--- src/rtl/sseg_scan_decoder.sv ---
// -----------------------------------------------------------------------------
// sseg_scan_decoder
//
// Purpose:
//   Receive-side decoder for a time-multiplexed four-digit seven-segment bus.
//   It watches the active-low anode and segment lines and waits until they are
//   stable. It then recovers, for each digit, the displayed hex nibble, the
//   decimal point, and blank/error flags. This lets the board read back what
//   the display is showing.
//
// Ports:
//   clk         system clock
//   rst         asynchronous reset, active low
//   an[3:0]     anode bus, active low, bit0 = rightmost digit
//   sseg[7:0]   segment bus, active low, [7]=dp, [6]=a ... [0]=g
//   hex0..hex3  recovered nibble per digit
//   dp[3:0]     recovered decimal point per digit, 1 = lit
//   blank[3:0]  digit last sampled with all of a..g dark
//   digit_err   digit last sampled with a glyph that is not a hex character
//   frame_done  one-cycle pulse once all four digits have been captured
//   stale       no capture within TIMEOUT_CYCLES (optional feature)
//
// Configuration:
//   `define SSEG_STALE_TIMEOUT_EN to build the stale-frame timeout. When the
//   macro is undefined, stale is tied low and TIMEOUT_CYCLES is unused.
// -----------------------------------------------------------------------------
module sseg_scan_decoder #(
  parameter int STABLE_CYCLES  = 4,
  parameter int CNT_W          = 8,
  parameter int TIMEOUT_CYCLES = 2000000
) (
  input  logic       clk,
  input  logic       rst,
  input  logic [3:0] an,
  input  logic [7:0] sseg,
  output logic [3:0] hex0,
  output logic [3:0] hex1,
  output logic [3:0] hex2,
  output logic [3:0] hex3,
  output logic [3:0] dp,
  output logic [3:0] blank,
  output logic [3:0] digit_err,
  output logic       frame_done,
  output logic       stale
);

  typedef enum logic [1:0] {IDLE, SETTLE, CAPTURED} state_t;

  // {an, sseg} goes through a two-flop synchroniser.
  // A third register holds the previous synced value so changes can be detected.
  logic [11:0] bus_s1_q, bus_s2_q, bus_prev_q;
  state_t      state_q, state_d;
  logic [CNT_W-1:0] cnt_q, cnt_d;
  logic [3:0]  mask_q, mask_d;
  logic        frame_q, frame_d;
  logic [3:0]  hex_q [4];
  logic [3:0]  dp_q, blank_q, err_q;

  logic [3:0] an_sync;
  logic [7:0] seg_sync;
  logic       an_valid;
  logic       changed;
  logic       capture;
  logic [1:0] sel;
  logic [3:0] sel_onehot;
  logic [4:0] dec;        // {match, value}
  logic       timeout_hit;

  assign an_sync  = bus_s2_q[11:8];
  assign seg_sync = bus_s2_q[7:0];
  assign changed  = (bus_s2_q != bus_prev_q);

  // Glyph lookup for the a..g lines (active low). The MSB of the result
  // flags a recognised hex character.
  function automatic logic [4:0] decode_glyph(input logic [6:0] seg);
    case (seg)
      7'h01:   decode_glyph = 5'h10;
      7'h4F:   decode_glyph = 5'h11;
      7'h12:   decode_glyph = 5'h12;
      7'h06:   decode_glyph = 5'h13;
      7'h4C:   decode_glyph = 5'h14;
      7'h24:   decode_glyph = 5'h15;
      7'h20:   decode_glyph = 5'h16;
      7'h0F:   decode_glyph = 5'h17;
      7'h00:   decode_glyph = 5'h18;
      7'h04:   decode_glyph = 5'h19;
      7'h08:   decode_glyph = 5'h1A;
      7'h60:   decode_glyph = 5'h1B;
      7'h31:   decode_glyph = 5'h1C;
      7'h42:   decode_glyph = 5'h1D;
      7'h30:   decode_glyph = 5'h1E;
      7'h38:   decode_glyph = 5'h1F;
      default: decode_glyph = 5'h00;
    endcase
  endfunction

  assign dec = decode_glyph(seg_sync[6:0]);

  // An anode pattern is valid only when exactly one line is low.
  always_comb begin
    an_valid = 1'b1;
    sel      = 2'd0;
    case (an_sync)
      4'b1110: sel = 2'd0;
      4'b1101: sel = 2'd1;
      4'b1011: sel = 2'd2;
      4'b0111: sel = 2'd3;
      default: an_valid = 1'b0;
    endcase
  end

  assign sel_onehot = ~an_sync;

  // Dwell FSM. A capture happens once per dwell, after the synced bus has been
  // stable for STABLE_CYCLES cycles.
  always_comb begin
    state_d = state_q;
    cnt_d   = cnt_q;
    capture = 1'b0;
    case (state_q)
      IDLE: begin
        cnt_d = '0;
        if (an_valid) state_d = SETTLE;
      end
      SETTLE: begin
        if (!an_valid) begin
          state_d = IDLE;
          cnt_d   = '0;
        end else if (changed) begin
          cnt_d = '0;
        end else if (cnt_q == CNT_W'(STABLE_CYCLES - 1)) begin
          capture = 1'b1;
          state_d = CAPTURED;
          cnt_d   = '0;
        end else begin
          cnt_d = cnt_q + 1'b1;
        end
      end
      CAPTURED: begin
        cnt_d = '0;
        if (!an_valid)    state_d = IDLE;
        else if (changed) state_d = SETTLE;
      end
      default: begin
        state_d = IDLE;
        cnt_d   = '0;
      end
    endcase
  end

`ifdef SSEG_STALE_TIMEOUT_EN
  localparam int TO_W = (TIMEOUT_CYCLES > 1) ? $clog2(TIMEOUT_CYCLES) : 1;
  logic [TO_W-1:0] to_cnt_q;
  logic            stale_q;

  // A capture has priority. The counter saturates at the limit until the next capture.
  assign timeout_hit = !capture && (to_cnt_q == TO_W'(TIMEOUT_CYCLES - 1));

  always_ff @(posedge clk or negedge rst) begin
    if (!rst) begin
      to_cnt_q <= '0;
      stale_q  <= 1'b0;
    end else if (capture) begin
      to_cnt_q <= '0;
      stale_q  <= 1'b0;
    end else if (timeout_hit) begin
      stale_q  <= 1'b1;
    end else begin
      to_cnt_q <= to_cnt_q + 1'b1;
    end
  end

  assign stale = stale_q;
`else
  assign timeout_hit = 1'b0;
  assign stale       = 1'b0;
`endif

  // Seen-mask: the capture that completes the frame pulses frame_done and
  // restarts the mask in the same update.
  always_comb begin
    mask_d  = mask_q;
    frame_d = 1'b0;
    if (capture) begin
      if ((mask_q | sel_onehot) == 4'hF) begin
        frame_d = 1'b1;
        mask_d  = 4'h0;
      end else begin
        mask_d = mask_q | sel_onehot;
      end
    end else if (timeout_hit) begin
      mask_d = 4'h0;
    end
  end

  always_ff @(posedge clk or negedge rst) begin
    if (!rst) begin
      bus_s1_q   <= '0;
      bus_s2_q   <= '0;
      bus_prev_q <= '0;
      state_q    <= IDLE;
      cnt_q      <= '0;
      mask_q     <= '0;
      frame_q    <= 1'b0;
    end else begin
      bus_s1_q   <= {an, sseg};
      bus_s2_q   <= bus_s1_q;
      bus_prev_q <= bus_s2_q;
      state_q    <= state_d;
      cnt_q      <= cnt_d;
      mask_q     <= mask_d;
      frame_q    <= frame_d;
    end
  end

  // Per-digit result registers. Only the selected digit is written on a capture.
  for (genvar gi = 0; gi < 4; gi++) begin : g_digit
    always_ff @(posedge clk or negedge rst) begin
      if (!rst) begin
        hex_q[gi]   <= 4'h0;
        dp_q[gi]    <= 1'b0;
        blank_q[gi] <= 1'b0;
        err_q[gi]   <= 1'b0;
      end else if (capture && sel == 2'(gi)) begin
        hex_q[gi]   <= dec[4] ? dec[3:0] : 4'h0;
        dp_q[gi]    <= ~seg_sync[7];
        blank_q[gi] <= (seg_sync[6:0] == 7'h7F);
        err_q[gi]   <= !dec[4] && (seg_sync[6:0] != 7'h7F);
      end
    end
  end

  assign hex0       = hex_q[0];
  assign hex1       = hex_q[1];
  assign hex2       = hex_q[2];
  assign hex3       = hex_q[3];
  assign dp         = dp_q;
  assign blank      = blank_q;
  assign digit_err  = err_q;
  assign frame_done = frame_q;

endmodule
--- config.mk ---
export PLATFORM = sky130hd
export DESIGN_NAME = sseg_scan_decoder
export DESIGN_NICKNAME = d
export VERILOG_FILES = /design/src/rtl/sseg_scan_decoder.sv
export SDC_FILE = /design/constraint.sdc
export NUM_CORES = 1
export LEC_CHECK = 0
export CAP_MARGIN = 20
export CORE_MARGIN = 5
export CORE_UTILIZATION = 30
export CTS_CLUSTER_SIZE = 28
export DETAILED_ROUTE_END_ITERATION = 16
export GPL_TIMING_DRIVEN = 0
export PLACE_DENSITY_LB_ADDON = 0.08
export SYNTH_ARGS = -nofsm -noshare
export SYNTH_HDL_FRONTEND = slang
export SYNTH_SLANG_ARGS = --single-unit
--- constraint.sdc ---
create_clock -name clk -period 2.65 [get_ports clk]
set_input_delay 0.53 -clock clk [delete_from_list [all_inputs] [get_ports clk]]
set_output_delay 0.53 -clock clk [all_outputs]
set_load 0.05 [all_outputs]
Word-level counts from Yosys, hierarchy flattened
Cells that the tools add are included.
Word-level totals
  bits in registers: 79
  bits of input ports: 14
  output and inout port bits: 30
  logic and storage cells: 93
Cells by class
  add/subtract/negate cells: 1
  equality and inequality tests: 33
  multiplexer cells: 22
  bitwise gates (word level): 3
  reduce and logical (&&, ||, !) cells: 11
Operators with widths (count)
  $pmux W5 S16: 1
  $eq A7 B6 Y1 const B: 5
  $eq A7 B7 Y1 const B: 5
  $mux W8: 4
  $eq A4 B4 Y1 const B: 4
  $eq A7 B3 Y1 const B: 2
  $eq A7 B4 Y1 const B: 2
  $mux W2: 6
  $ne A12 B12 Y1: 1
  $pmux W2 S3: 2
  $ne A3 B3 Y1 const B: 3
  $add A8 B1 Y8 const B: 1
  $eq A8 B2 Y1 const B: 1
  $mux W4: 2
  $eq A7 B1 Y1 const B: 1
  $eq A7 B5 Y1 const B: 1
  $logic_not A7 Y1: 1
  $mux W1: 7
  $ne A7 B7 Y1 const B: 1
  $eq A2 B2 Y1 const B: 3
  $logic_and A1 B1 Y1: 5
  $eq A2 B1 Y1 const B: 2
  $eq A4 B3 Y1 const B: 1
  $logic_not A2 Y1: 2
  other kinds (7): 7

Longest topological paths before layout
Gate-level depths: netlist of the first run.
  word-level depth: 6
  depth in mapped cells: 8

Least setup slack after synthesis of the first run
OpenSTA, ideal clock, no wires.
  path kind: register to register
  start: register cnt_q[0]
  end: register blank_q[2] (netlist: blank[2])
  library setup time: 125 ps
  arrival: 2157 ps
  required time: 2525 ps
  slack: 368 ps
  stages on the path, launching flop included: 9
  cells stage by stage: dfrtp_1 > ha_1 > or4b_1 > nor3_2 > and4_1 > buf_6 > and2b_2 > buf_6 > mux2_2
On the way
  cells in the longest elaborated chain, start to end: 6
RTL lines
  from (decl): line 53  | logic [CNT_W-1:0] cnt_q, cnt_d;
  from (signal assigned): line 210  | cnt_q <= cnt_d;
  $eq A8 B2 Y1: line 131  | end else if (cnt_q == CNT_W'(STABLE_CYCLES - 1)) begin
  $mux W1: line 131
  $mux W1: line 129  | end else if (changed) begin
  $mux W1: line 126  | if (!an_valid) begin
  $mux W1: line 120  | case (state_q)
  $logic_and A1 B1 Y1: line 224  | end else if (capture && sel == 2'(gi)) begin
  to (signal, indexed assignment): line 227  | blank_q[gi] <= (seg_sync[6:0] == 7'h7F);
  to (decl): line 57  | logic [3:0] dp_q, blank_q, err_q;
Every way passes these cells.
A chain may end at the register's enable or synchronous reset.

Worst setup path after layout of the first run
  start: register cnt_q[0]
  end: register hex_q, in the netlist hex2[2]
On the way
  cells in the longest elaborated chain, start to end: 6
RTL lines
  $eq A8 B2 Y1: line 131
  $mux W1: line 131
  $mux W1: line 129
  $mux W1: line 126
  $mux W1: line 120
  $logic_and A1 B1 Y1: line 224
  to (signal, indexed assignment): line 225  | hex_q[gi] <= dec[4] ? dec[3:0] : 4'h0;
  to (decl): line 56  | logic [3:0] hex_q [4];
Every way passes these cells.

==> summary.md, run 1 <==
| Metric | Value |
|---|---|
| Hold_buf cts | 0 |
| Post-route worst hold slack | 0.1442 ns |
| Worst Path Class, Setup | reg2reg |
| Wire length reported by the detailed router | 6477 µm |
| Number of filler instances in the final layout | 1073 |
| Count of boundary I/O pins | 44 |
| Top flip-flop cell by instance count after synthesis | dfrtp_1 |
| Total vias in the final route | 2086 |
| Drt initial violations | between 70 and 80 |
| Number of hold-slack violations in the final timing report | 0 |
| Area of all sequential standard cells | just under 2000 µm² |
| Number of standard-cell rows in the floorplan | 38 |
| Layout Utilization | 38.13% |
| Reg2reg end | hex2[2] |
| Dominant cells by area after synthesis | dfrtp_1 (60%), xor2_1 (5.0%), mux2i_1 (4.8%), mux2_2 (4.1%), inv_1 (2.6%) |
| Die ar. | 13230 µm² |
| Worst Max-Slew Pin Slew | 0.6078 ns |
| Slack of the worst reg-to-reg path | 0.13 ns |
| Reg-to-reg critical path startpoint | cnt_q[0] |
| Final number of setup-violating endpoints | 0 |
| Fin nets | 336 |
| Worst rel slew slack | 59.17% |
| Count of mapped cells out of synthesis | between 200 and 300 |
| Clock tree from TritonCTS | built |
| Setup bufs post-CTS | 0 |
| PD cells | 557.6 nW/µm² |
| Final routed wire length divided by cell count | 13.90 µm |
| Maximum level of the CTS H-tree | 3 |
| Synth warnings | 0 |
| Max-cap violation count | 0 |
| Buffering stage count on the worst path with inverters included | 2 |
| Number of antenna violations at the first check in global routing | 0 |
| Inserted Diodes | 0 |
| Series of cell instances along the critical path | ha_1 > or4b_1 > nor3_2 > and4_1 > buf_6 > and2b_2 > buf_6 > mux2_2 |
| Req. time, crit path | between 2 and 3 ns |
| RSZ-0062 raised after global routing | no |
| Maximum number of pins on one net before global-route repair | 45 |
| DP Wirelength | 4468 µm |
| Max rail drop VDD | 0.2106 mV |
| Upper clock frequency limit | 396.7 MHz |
| Max incr delay on CP | between 0.4 and 0.5 ns |
| Power consumption | 2.305 mW |
| Wire length of the first global-routing pass | 10520 µm |
| Worst-Skew Late Latency | 0.35 ns |
| Clock Skew | 0.01294 ns |
| Area of placed instances | slightly below 4000 µm² |
| Placeable Area | 10840 µm² |
| EDFF count, synth | 0 |
| Total number of clock tree sinks | 79 |
| Endpoint class of the critical path | flop |
| Area fraction of the dominant cell type after synthesis | between 50% and 60% |
| Post-layout min period | between 2 and 3 ns |
| Via density per instance | 4.476 |
| Worst r2r path cells | 8 |
| Share of cells above drive strength 1 | between 10% and 20% |
| Kind of start point of the critical path | flop |
| Final Max Tran Viols | 0 |
| Fraction of registers with async set or reset after synthesis | 100.0% |
| Total gr overflow | 0 |
| Effective utilization at floorplan | 30.53% |
| Number of global-route vias before repair | ~2.0k |
| Die Width | ~120 µm |
| Arrival time at the worst endpoint | between 2 and 3 ns |
| Post-synth top area cell | dfrtp_1 |
| Post-Synthesis Net Count | 282 |
| Routed Antenna Nets | 0 |
| Final setup slack of the worst path | 0.1293 ns |
| Clock Tree Root | clkbuf_8 |
| Count of instances resized after the clock tree is built | 0 |
| Highest-delay cell along the critical path | or4b_1 |
| Result of the run | finished clean |
| Number of library cell types mapped by synthesis | 51 |
| Class of the worst hold path | in2async |
| Minimum setup slack after placement | 0.1181 ns |
| Fin crit share | approximately 95% |
| Number of buffers inserted during clock tree synthesis | 9 |
| Global placement routability congestion | 0.8017 |
| Layout overhead on the synthesized area | 24.91% |
| First-pass iteration count of the detailed router | 4 |
| DRC viols | 0 |
| Crit Path Max Fanout | 8 |
| Die boundary height | 115.0 µm |
| Mean Syn Cell Area | roughly 12 µm² |
| CTS clk-pin slew, worst paths | 0.08 ns |
| Global Route Usage Sum | a little over 10% |
| Most used cell, CP | buf_6 |
| Static leakage | 1.861 nW |
| Quantity of I/O buffers inserted on ports | 42 |
| Delay-heaviest family, CP | simple AND/OR/NAND/NOR gates |
| Combined area of all synthesized cells | 3309 µm² |
| Post-route cell area | approximately 4100 µm² |
| Combined area of the multi-input logic cells | around 1200 µm² |
| Largest buffer count on any clock path | 2 |
| Sequential-to-total area share from yosys stat | between 50% and 60% |
| Post-synthesis sequential element count | 79 |
| WP depth | 8 |
| Commonest non-fill, non-tap cell in the layout | dfrtp_1 |
| Highest-count cells in the layout ignoring fill and taps | dfrtp_1 (79), clkdlybuf4s50_1 (41), inv_1 (23), xor2_1 (19), mux2i_1 (16) |
==> synth_stat cells (2+ instances only) <==
cell type  number
nand3_1        12
nand3b_1        2
a22oi_1         2
o21a_1          2
a21boi_0        3
nand2_1         5
nor4_1          6
or2_2           2
xnor2_1         2
and4_1          2
and3_1          3
or4_1           3
a211oi_1        2
nor3_1          6
xor2_1         19
clkbuf_1        7
nand4_1         3
buf_6           3
mux2i_1        16
inv_1          23
clkbuf_2        2
nor2b_1         2
mux2_2         12
o21ai_0         5
nor4b_1         2
nand4_4         2
a21oi_1         2
dfrtp_1        79
and2b_2         3
nor2_1         14
==> area by class of cell <==
type,count,area share (%)
flip-flops and latches,79,47.82
multi-input cells,151,27.94
repair buffers,43,10.77
well taps,140,4.237
clock buffers,9,2.996
plain buffers,14,2.209
inverters,23,2.088
clock inverters,7,1.937
==> state kept, by name (all words and copies together) (netlist names), 8 cells and up <==
name        count
bus_s1_q       12
bus_s2_q       12
cnt_q           8
bus_prev_q     12
==> cells by family after synthesis <==
group                    synth area share [%]
adder cells (fa/ha/maj)                0.3780
multiplexers                            8.922
other                                  0.1133
AO/OA/AOI/OAI                           4.990
buffers and inverters                   5.369
AND/OR/NAND/NOR                         14.93
XOR/XNOR                                5.558
flip-flops                              59.74
==> through the flow <==
step	setup TNS, ns	cells
2_1_floorplan	0	267
3_3_place_gp	-152.08	449
3_5_place_dp	0	450
4_1_cts	0	466
5_1_grt	0	466
6_report	0	466
==> how the worst max path moves through the flow <==
stage                         from        to  slack [ns]
after floorplan           cnt_q[0]  blank[2]        0.37
after global placement         rst   hex3[1]       -1.93
after detailed placement  cnt_q[0]  blank[2]        0.12
after CTS                 cnt_q[0]   hex2[2]        0.12
after global routing      cnt_q[0]   hex2[2]        0.02
final                     cnt_q[0]   hex2[2]        0.13
==> where the power goes <==
part | switching, mW | internal, mW
clock network | 0.471 | 0.445
logic | 0.0832 | 0.0551
registers | 0.0180 | 1.23
==> layer usage <==
metal / global-route usage, % / wire length, µm
met1: 15.08 / 3266
met5: 0 / 0
met3: 2.632 / 322
met4: 4.460 / 101
met2: 14.16 / 2787
No activity file was read; power rests on OpenSTA's default activity.
==> run 2, diff against run 1 <==
Settings changed: CORE_ASPECT_RATIO from default to 0.8, CTS_CLUSTER_SIZE 28 to 30.
==> summary.md, run 2 (synthesized netlist as in run 1, its figures left out) <==
| Metric | Value |
|---|---|
| Class of the worst hold path | in2async |
| Worst rel slew slack | 59.10% (-0.070 points) |
| Wire length of the first global-routing pass | 11730 µm (+12%) |
| Max incr delay on CP | 0.47 ns (about the same) |
| Sw Share | 20.99% (-3.8 points) |
| Req. time, crit path | 2.87 ns (about the same) |
| Upper clock frequency limit | 397.5 MHz (+0.19%) |
| Internal Pwr Total | 2.137 mW (+23%) |
| Drt initial violations | 136 (+86%) |
| Number of antenna violations at the first check in global routing | 0 (unchanged) |
| Number of buffers inserted during clock tree synthesis | 9 (unchanged) |
| Post-layout min period | 2.516 ns (-0.004871 ns) |
| Maximum level of the CTS H-tree | 3 (unchanged) |
| Arrival time at the worst endpoint | 2.74 ns (about the same) |
| Number of filler instances in the final layout | 1048 (-2.3%) |
| Fin nets | 336 (unchanged) |
| Clock Tree Root | clkbuf_16 |
| Via density per instance | 4.559 (+1.8%) |
| Count of instances resized after the clock tree is built | 0 (unchanged) |
| Setup bufs post-CTS | 0 (unchanged) |
| Final routed wire length divided by cell count | 14.87 µm (+7.0%) |
| Global route hottest layer | met1 |
| Delay-heaviest family, CP | simple AND/OR/NAND/NOR gates |
| Placeable Area | 10850 µm² (about the same) |
| Total number of clock tree sinks | 79 (unchanged) |
| Worst Path Class, Setup | reg2reg |
| Met1 demand-to-capacity share in global routing | 15.88% (+0.80 points) |
| Combined area of the multi-input logic cells | 1155 µm² (unchanged) |
| RSZ-0062 raised after global routing | no |
| Hold_buf cts | 0 (unchanged) |
| Highest-delay cell along the critical path | or4b_1 |
| Effective utilization at floorplan | 30.51% (about the same) |
| Max rail drop VDD | 0.2668 mV (+27%) |
| Worst Max-Slew Pin Slew | 0.6122 ns (+0.004402 ns) |
| Global placement routability congestion | 0.7771 (-3.1%) |
| Most used cell, CP | buf_6 |
| Routed Antenna Nets | 0 (unchanged) |
| Share of cells above drive strength 1 | 13.85% (-0.88 points) |
| GR met2 Demand/Resource | 15.82% (+1.7 points) |
| Layout overhead on the synthesized area | 28.39% |
| Switching pwr | 0.5675 mW (-0.79%) |
| DRC viols | 0 (unchanged) |
| Quantity of I/O buffers inserted on ports | 42 (unchanged) |
| Sequential Power Share | 46.4% (-7.9 points) |
| Area of all sequential standard cells | 1977 µm² (unchanged) |
| Die Width | 127.4 µm (+11%) |
| Global Route Usage Sum | 11.43% (+1.2 points) |
| Buffering stage count on the worst path with inverters included | 2 (unchanged) |
| First-pass iteration count of the detailed router | 4 (unchanged) |
| Static leakage | 1.914 nW (+2.8%) |
| Clock tree from TritonCTS | built |
| Number of standard-cell rows in the floorplan | 34 (-11%) |
| PD cells | 636.5 nW/µm² (+14%) |
| Crit Path Max Fanout | 8 (unchanged) |
| Die boundary height | 103.9 µm (-9.6%) |
| DP Wirelength | 4684 µm (+4.8%) |
| Clock Skew | 0.006722 ns (-0.006223 ns) |
| Final Max Tran Viols | 0 (unchanged) |
| Maximum number of pins on one net before global-route repair | 49 (+8.9%) |
| Fin crit share | 94.94% (-0.18 points) |
| Series of cell instances along the critical path | ha_1 > or4b_1 > nor3_2 > and4_1 > buf_6 > and2b_2 > buf_6 > mux2_2 |
| Die ar. | 13240 µm² (about the same) |
| CTS clk-pin slew, worst paths | 0.06 ns (-0.02 ns) |
| Largest registers | bus_prev_q: 12 flops, bus_s1_q: 12 flops, bus_s2_q: 12 flops |
| Post-route worst hold slack | 0.1319 ns (-0.01226 ns) |
| Clock group share of total power | 48.5% (+8.8 points) |
| Inserted Diodes | 0 (unchanged) |
| Total vias in the final route | 2138 (+2.5%) |
| Kind of start point of the critical path | flop |
| Highest-count cells in the layout ignoring fill and taps | dfrtp_1 (79), clkdlybuf4s50_1 (41), inv_1 (23), xor2_1 (19), mux2i_1 (16) |
| Result of the run | finished clean |
| Max-cap violation count | 0 (unchanged) |
| Worst-Skew Late Latency | 0.33 ns (-0.02 ns) |
| Number of global-route vias before repair | 2186 (+9.8%) |
| Number of hold-slack violations in the final timing report | 0 (unchanged) |
| Aggregate negative setup slack | 0 ns (unchanged) |
| Wire length reported by the detailed router | 6975 µm (+7.7%) |
| Final number of setup-violating endpoints | 0 (unchanged) |
| Largest buffer count on any clock path | 2 (unchanged) |
| Commonest non-fill, non-tap cell in the layout | dfrtp_1 |
| Gate power share | 5.1% (-0.9 points) |
| Total gr overflow | 0 (unchanged) |
| GR met3 Demand/Resource | 4.261% (+1.6 points) |
| Count of boundary I/O pins | 44 (unchanged) |
| Endpoint class of the critical path | flop |
==> run 2: changes by cell type in the layout (fill, tap and decap cells not counted) <==
| cell | delta |
|---|---|
| clkinv_4 | -2 |
| clkinvlp_4 | -1 |
| clkbuf_8 | -8 |
| clkbuf_1 | +2 |
| clkbuf_16 | +9 |
| inv_6 | -2 |
| bufinv_16 | +1 |
==> run 2: final timing paths <==
path / endpoint / cells past startpoint / slack (ns) / startpoint
setup / recovery: hex2[2] / 8 / 0.13 / cnt_q[0]
hold / removal: bus_s2_q[9] / 1 / 0.13 / rst
setup reg to reg: hex2[2] / 8 / 0.13 / cnt_q[0]
hold reg to reg: bus_s2_q[6] / 0 / 0.34 / bus_s1_q[6]
max in group asynchronous: blank[2] / 2 / 1.94 / rst
min in group clk: bus_s2_q[6] / 0 / 0.34 / bus_s1_q[6]
==> run 2: layout make-up <==
cell class | instances | area share, %
plain buffers | 14 | 2.150
clock buffers | 12 | 5.801
clock inverters | 3 | 1.590
inverters | 23 | 2.032
multi-input cells | 151 | 27.18
flip-flops and latches | 79 | 46.53
well taps | 144 | 4.240
repair buffers | 43 | 10.48
==> run 2: metrics by stage <==
step           worst slack [ns]  total power, mW  cell area (µm²)  util (%)  std cells
3_5_place_dp             0.1215            1.418             3935     36.27        454
3_3_place_gp             -1.952            1.414             3910     36.04        453
6_report                 0.1342            2.704             4249     39.17        469
5_1_grt                0.007317            2.821             4249     39.17        469
2_1_floorplan            0.3684            1.345             3309         -        267
4_1_cts                  0.1114            2.753             4249     39.17        469
==> run 2: metal layers <==
| metal | wire (µm) | vias to the layer above |
|---|---|---|
| met4 | 120 | 0 |
| li1 | - | 1021 |
| met2 | 3143 | 45 |
| met5 | 0 | - |
| met3 | 362 | 10 |
| met1 | 3349 | 1062 |
==> run 2: power by group through the flow <==
stage	combinational, mW	sequential [mW]	clock, mW
6_report	0.138	1.25	1.31
5_1_grt	0.156	1.26	1.41
4_1_cts	0.142	1.26	1.36
3_5_place_dp	0.141	1.28	0
3_3_place_gp	0.137	1.28	0
2_1_floorplan	0.0743	1.27	0
==> run 2: worst register-to-register path, stage by stage (launching register included) <==
cell and delay (ns):
dfrtp_1 0.40, ha_1 0.27, or4b_1 0.47, nor3_2 0.23, and4_1 0.25, buf_6 0.14, and2b_2 0.16, buf_6 0.15
mux2_2 0.34
==> run 3, diff against run 2 <==
Settings changed: CORE_UTILIZATION 30 to 45.
==> summary.md, run 3 (synthesized netlist as in run 1, its figures left out) <==
| Metric | Value |
|---|---|
| Number of hold-slack violations in the final timing report | 0 (unchanged) |
| Highest-delay cell along the critical path | or4b_1 |
| Final number of setup-violating endpoints | 0 (unchanged) |
| Worst rel slew slack | 60.99% (+1.9 points) |
| Via density per instance | 5.099 (+12%) |
| Kind of start point of the critical path | flop |
| Max incr delay on CP | 0.46 ns (about the same) |
| Internal Pwr Total | 2.038 mW (-4.6%) |
| Largest registers | bus_prev_q: 12 flops, bus_s1_q: 12 flops, bus_s2_q: 12 flops |
| Die Width | 105.9 µm (-17%) |
| Number of standard-cell rows in the floorplan | 28 (-18%) |
| Endpoint class of the critical path | flop |
| Drt initial violations | 47 (-65%) |
| Aggregate negative setup slack | 0 ns (unchanged) |
| Gate power share | 5.3% (+0.2 points) |
| Share of cells above drive strength 1 | 14.72% (+0.88 points) |
| Inserted Diodes | 0 (unchanged) |
| Commonest non-fill, non-tap cell in the layout | dfrtp_1 |
| Static leakage | 1.895 nW (-0.96%) |
| Delay-heaviest family, CP | simple AND/OR/NAND/NOR gates |
| Class of the worst hold path | in2async |
| Die boundary height | 86.71 µm (-17%) |
| First-pass iteration count of the detailed router | 4 (unchanged) |
| Wire length reported by the detailed router | 6313 µm (-9.5%) |
| Post-layout min period | 2.441 ns (-0.07447 ns) |
| Worst Path Class, Setup | reg2reg |
| DP Wirelength | 4284 µm (-8.5%) |
| RSZ-0062 raised after global routing | no |
| Quantity of I/O buffers inserted on ports | 42 (unchanged) |
| Arrival time at the worst endpoint | 2.68 ns (-0.06 ns) |
| Clock group share of total power | 45.9% (-2.6 points) |
| CTS clk-pin slew, worst paths | 0.08 ns (+0.02 ns) |
| Total number of clock tree sinks | 79 (unchanged) |
| Number of antenna violations at the first check in global routing | 0 (unchanged) |
| Wire length of the first global-routing pass | 11010 µm (-6.2%) |
| Series of cell instances along the critical path | ha_2 > or4b_1 > nor3_2 > and4_1 > buf_6 > and2b_2 > buf_6 > mux2_2 |
| Clock Tree Root | clkbuf_8 |
| Largest buffer count on any clock path | 2 (unchanged) |
| Max-cap violation count | 0 (unchanged) |
| Crit Path Max Fanout | 8 (unchanged) |
| Result of the run | finished clean |
| Global Route Usage Sum | 15.50% (+4.1 points) |
| Routed Antenna Nets | 0 (unchanged) |
| Layout overhead on the synthesized area | 25.10% |
| Clock tree from TritonCTS | built |
| Sw Share | 20.58% (-0.40 points) |
| Effective utilization at floorplan | 45.42% (+15 points) |
| Number of global-route vias before repair | 2189 (+0.14%) |
| Worst-Skew Late Latency | 0.34 ns (about the same) |
| Buffering stage count on the worst path with inverters included | 2 (unchanged) |
| Upper clock frequency limit | 409.6 MHz (+3.1%) |
| Req. time, crit path | 2.89 ns (+0.02 ns) |
| Global placement routability congestion | 0.7795 (+0.31%) |
| Final routed wire length divided by cell count | 15.18 µm (+2.0%) |
| Number of buffers inserted during clock tree synthesis | 9 (unchanged) |
| Placeable Area | 7287 µm² (-33%) |
| Power consumption | 2.566 mW (-5.1%) |
| Total gr overflow | 0 (unchanged) |
| PD cells | 619.7 nW/µm² (-2.6%) |
| Most used cell, CP | buf_6 |
| DRC viols | 0 (unchanged) |
| Maximum level of the CTS H-tree | 3 (unchanged) |
| Highest-count cells in the layout ignoring fill and taps | dfrtp_1 (79), clkdlybuf4s50_1 (41), inv_1 (23), xor2_1 (19), mux2i_1 (16) |
| Number of filler instances in the final layout | 612 (-42%) |
| Sequential Power Share | 48.8% (+2.4 points) |
| Clock Skew | 0.01188 ns (+0.005154 ns) |
| Setup bufs post-CTS | 0 (unchanged) |
| Final Max Tran Viols | 0 (unchanged) |
| Fin nets | 336 (unchanged) |
| Max rail drop VDD | 0.3795 mV (+42%) |
| Die ar. | 9180 µm² (-31%) |
| Count of boundary I/O pins | 44 (unchanged) |
| Switching pwr | 0.5281 mW (-6.9%) |
| Worst Max-Slew Pin Slew | 0.5839 ns (-0.02836 ns) |
| Fin crit share | 92.13% (-2.8 points) |
| Layout Utilization | 56.82% (+18 points) |
| Total vias in the final route | 2121 (-0.80%) |
| Maximum number of pins on one net before global-route repair | 55 (+12%) |
==> run 3: repair_timing <==
item | 4_1_cts | 5_1_grt
gates resized for setup | 0 | 1
endpoints found under the setup margin | 0 | 3
hold buffers | 0 | 0
==> run 3: worst reg2reg max path: cells and delay by family (launching register included) <==
kind | cells | cell delay, ns
buf+inv | 2 | 0.29
fa+ha+maj | 1 | 0.24
flops | 1 | 0.41
simple gates | 4 | 1.05
mux | 1 | 0.35
==> run 3: final cells by class <==
class | instances | area (µm²) | share of cell area [%]
Buffer | 14 | 91.34 | 2.206
Inverter | 23 | 86.33 | 2.085
Multi-Input combinational cell | 151 | 1157 | 27.95
Timing Repair Buffer | 43 | 445.4 | 10.76
Tap cell | 90 | 112.6 | 2.720
Clock inverter | 5 | 128.9 | 3.113
Sequential cell | 79 | 1977 | 47.75
Clock buffer | 11 | 141.4 | 3.415
==> run 3: per-stage QoR <==
stage	hold slack (ns)	setup slack [ns]	instances	area (µm²)
2_1_floorplan	0.2344	0.3684	267	3309
3_3_place_gp	0.3322	-1.737	399	3842
3_5_place_dp	0.3347	0.1509	400	3867
4_1_cts	0.07632	0.1449	416	4138
5_1_grt	0.09001	0.04184	416	4140
6_report	0.08887	0.2087	416	4140
==> run 3: metal layers <==
metal | vias up | global-route usage [%] | share of wire, %
met1 | 1044 | 21.53 | 49
li1 | 1021 | - | -
met2 | 46 | 22.92 | 45
met4 | 0 | 4.235 | 1.1
met5 | - | 0 | 0
met3 | 10 | 5.882 | 4.5
==> run 3: power groups by stage <==
stage	registers [mW]	logic, mW	clock network [mW]
detailed placement	1.28	0.138	0
CTS	1.25	0.139	1.21
finish	1.25	0.136	1.18
global route	1.26	0.154	1.26
floorplan	1.27	0.0743	0
global placement	1.28	0.133	0
==> run 3: worst paths after layout <==
path / startpoint / to / slack, ns / cells past startpoint
max in group asynchronous: rst / bus_s1_q[7] / 2.00 / 2
min in group clk: bus_s1_q[4] / bus_s2_q[4] / 0.35 / 0
worst max register to register: cnt_q[0] / hex2[0] / 0.21 / 8
worst min-delay path: rst / hex2[3] / 0.09 / 1
worst max-delay path: cnt_q[0] / hex2[0] / 0.21 / 8
worst min register to register: bus_s1_q[4] / bus_s2_q[4] / 0.35 / 0
